[config.mk]
export PLATFORM = sky130hd
export DESIGN_NAME = bit4_down_timer
export DESIGN_NICKNAME = d
export VERILOG_FILES = /design/src/rtl/bit4_timer_pkg.sv /design/src/rtl/bit4_down_timer.sv
export SDC_FILE = /design/constraint.sdc
export NUM_CORES = 1
export LEC_CHECK = 0
export ABC_AREA = 1
export BUFFER_PORTS_ARGS = -buffer_cell sky130_fd_sc_hd__buf_4
export CAP_MARGIN = 5
export CELL_PAD_IN_SITES_DETAIL_PLACEMENT = 0
export CELL_PAD_IN_SITES_GLOBAL_PLACEMENT = 1
export CORE_UTILIZATION = 33
export CTS_BUF_LIST = sky130_fd_sc_hd__clkbuf_8
export CTS_CLUSTER_DIAMETER = 30
export DETAILED_ROUTE_END_ITERATION = 10
export GPL_TIMING_DRIVEN = 0
export PLACE_DENSITY_LB_ADDON = 0.1
export SYNTH_ARGS = -nofsm -noshare
export SYNTH_HDL_FRONTEND = slang
export SYNTH_SLANG_ARGS = --single-unit
[constraint.sdc]
create_clock -name clk -period 1.6 [get_ports clk]
set_clock_uncertainty 0.15 [all_clocks]
set_input_delay 0.48 -clock clk [delete_from_list [all_inputs] [get_ports clk]]
set_output_delay 0.48 -clock clk [all_outputs]
set_load 0.03 [all_outputs]
[src/rtl/bit4_timer_pkg.sv]
// Shared definitions for the down-counting timer: state encoding and default width.
package bit4_timer_pkg;

  localparam int unsigned DEFAULT_WIDTH = 4;

  typedef enum logic {
    IDLE = 1'b0,
    RUN  = 1'b1
  } state_t;

endpackage

[src/rtl/bit4_down_timer.sv]
// Loadable down-counting timer with one-shot or periodic mode and a single-cycle done pulse.
module bit4_down_timer
  import bit4_timer_pkg::*;
#(
  parameter int unsigned WIDTH       = DEFAULT_WIDTH,
  parameter bit          AUTO_RELOAD = 1'b0
) (
  input  logic             clk,
  input  logic             reset,
  input  logic             start,
  input  logic             enable,
  input  logic             abort,
  input  logic [WIDTH-1:0] load_value,
  output logic [WIDTH-1:0] count,
  output logic             busy,
  output logic             done
);

  state_t           state_q,  state_d;
  logic [WIDTH-1:0] count_q,  count_d;
  logic [WIDTH-1:0] reload_q, reload_d;
  logic             done_q,   done_d;

  always_comb begin
    // NOTE: every _d gets a default before the case so no path leaves one unassigned (no latches).
    state_d  = state_q;
    count_d  = count_q;
    reload_d = reload_q;
    done_d   = 1'b0;

    case (state_q)
      IDLE: begin
        if (start) begin
          count_d = load_value;
          if (load_value != '0) begin
            reload_d = load_value;
            state_d  = RUN;
          end else begin
            done_d = 1'b1;
          end
        end
      end

      RUN: begin
        // Terminal count is caught at 1 so the counter never wraps below zero.
        if (abort) begin
          count_d = '0;
          state_d = IDLE;
        end else if (enable) begin
          if (count_q == WIDTH'(1)) begin
            done_d = 1'b1;
            if (AUTO_RELOAD) begin
              count_d = reload_q;
            end else begin
              count_d = '0;
              state_d = IDLE;
            end
          end else begin
            count_d = count_q - WIDTH'(1);
          end
        end
      end

      default: state_d = IDLE;
    endcase
  end

  always_ff @(posedge clk) begin
    // NOTE: non-blocking assignments so every flop samples the pre-edge value of the others.
    if (reset) begin
      state_q  <= IDLE;
      count_q  <= '0;
      reload_q <= '0;
      done_q   <= 1'b0;
    end else begin
      state_q  <= state_d;
      count_q  <= count_d;
      reload_q <= reload_d;
      done_q   <= done_d;
    end
  end

  assign count = count_q;
  assign busy  = (state_q == RUN);
  assign done  = done_q;

endmodule

======== Word-level counts from Yosys, hierarchy flattened ========
Index checks and enable logic that the tools add are counted.
cells by class
  shift-type cells ........................ 0
  reduce and logical (&&, ||, !) cells .... 2
  multiplexer cells ....................... 17
  order comparisons ....................... 0
  $mul .................................... 0
  bitwise operators ....................... 1
  add/subtract/negate cells ............... 1
  divide/modulo/power cells ............... 0
  equal/unequal tests ..................... 3
operators with widths
  cell                   count
  $mux W4                4
  $mux W1                10
  $pmux W4 S2            1
  $eq A4 B1 Y1 const B   1
  $pmux W1 S2            2
  $reduce_bool A4 Y1     1
  $sub A4 B1 Y4 const B  1
  $ne A3 B3 Y1 const B   1
  $ne A2 B2 Y1 const B   1
  $reduce_and A2 Y1      1
  $not A1 Y1             1
word-level totals
  memory bits (read-only) ................. 0
  logic and storage cells ................. 27
  output and inout port bits .............. 6
  bits in registers ....................... 6
  bits in latches ......................... 0
  RAM bits ................................ 0
  memories ................................ 0

======== Depth between registers and ports, before layout ========
  depth in word-level cells ............... 5
  gate-level depth with buffers ........... 7

======== Worst setup path after synthesis ========
Ideal clock, no wire load.
  path kind ............................... reg-to-reg
  start ................................... register count_q[0] (netlist: count[0])
  end ..................................... register count_q[2] (netlist: count[2])
  arrival ................................. 1.170 ns
  path buffers ............................ 0
  slack ................................... 0.166 ns
  cell stages (with the launch flop) ...... 6
  clock period less this slack ............ 1.434 ns
  cells stage by stage .................... dfxtp_1 inv_1 ha_1 xor2_1 a21oi_1 nor2_1
on the way
  cells in the longest elaborated chain, start to end .. 5
RTL lines
  element                                        RTL line                                      text
  start, declared                                bit4_down_timer.sv:20                         logic [WIDTH-1:0] count_q, count_d;
  start signal, assigned                         bit4_down_timer.sv:77                         count_q <= count_d;
  $sub A4 B1 Y4 or $eq A4 B1 Y1 (tied branches)  bit4_down_timer.sv:59, bit4_down_timer.sv:50
  $mux W4 (*)                                    bit4_down_timer.sv:50                         if (count_q == WIDTH'(1)) begin
  $mux W4 (*)                                    bit4_down_timer.sv:49                         end else if (enable) begin
  $mux W4 (*)                                    bit4_down_timer.sv:46                         if (abort) begin
  $pmux W4 S2 (*)                                bit4_down_timer.sv:31                         case (state_q)
Every way passes the cells marked *; elsewhere a longest branch is shown, timed or not. The select of a mux whose other input is x is not followed.
A chain may end at the register's enable or synchronous reset.

======== Worst setup path after layout ========
  start ................................... register count_q[2] (netlist: count[2])
  end ..................................... output count[2]
RTL lines
  element        RTL line               text
  end, declared  bit4_down_timer.sv:14  output logic [WIDTH-1:0] count,
No word-level cell between the ends.

==> flow_summary.yaml <==
route:
  firstDrtPassIters: 4
  routed_wl_um: 991
  drt_iter0_drc: 19
  antenna_left: 0
  wl_per_cell_um: 10.2
  drc_errors: 0
  viasPerCell: 4.55
  via_count: 441
cells_and_area:
  areaGrowthSynthToFinish_pct: 38.0
  fin_util_pct: 51.5
  antenna_cells: 0
  num-nets-final: 96
  final_area_um2: 596
  drive_gt1_share_pct: 30.1
synthesis:
  syn_avg_cell_area_um2: 6.54
  synth_area_leader_cell: "dfxtp_1"
  synth_nets: 77
  synth.area.top_cells: "dfxtp_1, nand2_1, inv_1"
  syn_inst: 66
  yosys-top-cells-count: "nand2_1, inv_1, nor2_1, a21oi_1, dfxtp_1"
  ys.warnings.count: 0
  ys_seq_area_share_pct: 27.8
  syn_area_um2: 432
  yosysMostFrequentCell: "nand2_1"
  synth-seq-cells: 6
  ys_async_sr_fraction_pct: 0
  synth-edff-count: 0
  ys_types: 16
  synth_top_area_share_pct: 27.8
  synth_flop_cell: "dfxtp_1"
floorplanning:
  start_util_pct: 37.3
  row_count: 12
  core_area_um2: 1160
  pin_count: 15
  die_height_um: 38.2
  die_w_um: 38.2
  die_area_um2: 1460
setup_path:
  worst-setup-path-type: "reg2out"
  r2r_end: "count[3]"
  slowest_stage: "dfxtp_1"
  path_buf_inv: 1
  reg2reg_setup_slack_ns: 0.30
  crit_start: "count[2]"
  required_ns: 0.97
  cp_slowest_stage_delay_ns: 0.41
  reg2reg_depth: 5
  worstPathArrival_ns: 0.83
  critPathTopFamily: "flip-flops"
  r2r_start: "count[1]"
  cp_num_cells: 1
  critical_path.max_fanout: 5
  cp-start-kind: "flop"
  crit_path_end_kind: "output port"
  crit_chain: "buf_4"
  cp-endpoint: "count[2]"
timing:
  rsz0062_at_grt: "no"
  timing.fmax_mhz: 685
  tns_ns: 0
  report.final.slew_viol_count: 0
  fin_crit_ns: 1.46
  setup_viol: 0
  slew_headroom_pct: 86.6
  whs_ns: 0.273
  fin_crit_sh_pct: 91.2
  hold_viol_final: 0
  tightest_slew_ns: 0.201
job:
  drv_cap: 0
global_route:
  grt_start_max_net_pins: 7
  track_usage_pct: 16.4
  grt_first_pass_wirelength_mm: 1.67
  first_global_vias: 418
  antenna_found_initial: 0
  grt_remaining_overflow: 0
placed_design:
  place_hpwl_um: 775
  gp_congestion: 0.788
  postPlaceCellArea_um2: 554
  io_buffers: 14
worst_hold_path:
  hold_class: "in2reg"
pwr:
  finalPower_mw: 0.580
  power_density_nw_per_um2: 973
  vdd.ir_drop.worst_uv: 476
  p_leak_nw: 0.335
clocking:
  h-tree-depth: 1
  cts_buffers: 3
  cts_hold_buf: 0
  clk_latency_ns: 0.22
  clock_sinks: 6
  cts_resized: 0
  post_cts_buffers: 0
  cts.path.max_buffers: 2
  clk_pin_slew_ns: 0.04
  cts_tree: "done"
  cts-root-buf: "clkbuf_8"
status:
  outcome: "finished, final reports clean"
[cell type report]
type	count	area (um^2)
clock buffer	3	41.3
fill	124	561
inverter	14	52.6
multi-input combinational	46	259
sequential	6	120
tap	14	17.5
timing repair buffer	14	105
[through the flow]
stage / cells / setup WS (ns)
finish: 97 / 0.141
floorplan: 66 / 0.166
detailed placement: 94 / 0.243
global placement: 94 / 0.240
global route: 97 / 0.119
CTS: 97 / 0.145
[power by group]
group	total (mW)	internal, mW	leakage [nW]	switching [mW]
Combinational	0.175	0.0682	0.264	0.107
Clock	0.225	0.162	0.0216	0.0639
Sequential	0.179	0.164	0.0497	0.0146
Total	0.580	0.394	0.335	0.185
[cell families (layout without fill, tap and decap cells)]
group,count (synthesis),count (layout),synth area share [%]
XOR/XNOR,1,1,2.03
adder cells (fa/ha/maj),2,2,5.80
AND/OR/NAND/NOR,35,35,41.5
AO/OA/AOI/OAI,8,8,10.7
flip-flops,6,6,27.8
buffers and inverters,14,31,12.2
[how the worst min path moves through the flow]
stage / start / endpoint / slack (ns) / cells past startpoint
detailed placement: count[2] / count[2] / 0.43 / 4
floorplan: reset / done / 0.40 / 1
global placement: count[2] / count[2] / 0.42 / 4
finish: reset / done / 0.27 / 2
global route: reset / done / 0.27 / 2
CTS: reset / done / 0.27 / 2
[per-layer routing]
metal  share of wire, %  GRT usage [%]
met5                  0              0
met4               0.81           8.04
met3                4.1           1.74
met2                 43           25.8
met1                 52           22.1
[state kept, by name, summed over array words and instances (netlist names)]
register and flops:
count 4, done 1, busy 1
[cells in the final DEF (no fill, tap or decap), drive strengths merged]
cell type / synthesis / routed
buf: 0 / 14
ha: 2 / 2
xor2: 1 / 1
inv: 14 / 14
dfxtp: 6 / 6
a22oi: 1 / 1
clkbuf: 0 / 3
a21oi: 7 / 7
nand3: 5 / 5
nand2: 19 / 19
nand4: 2 / 2
nor2: 9 / 9
(Power assumes the default switching activity.)
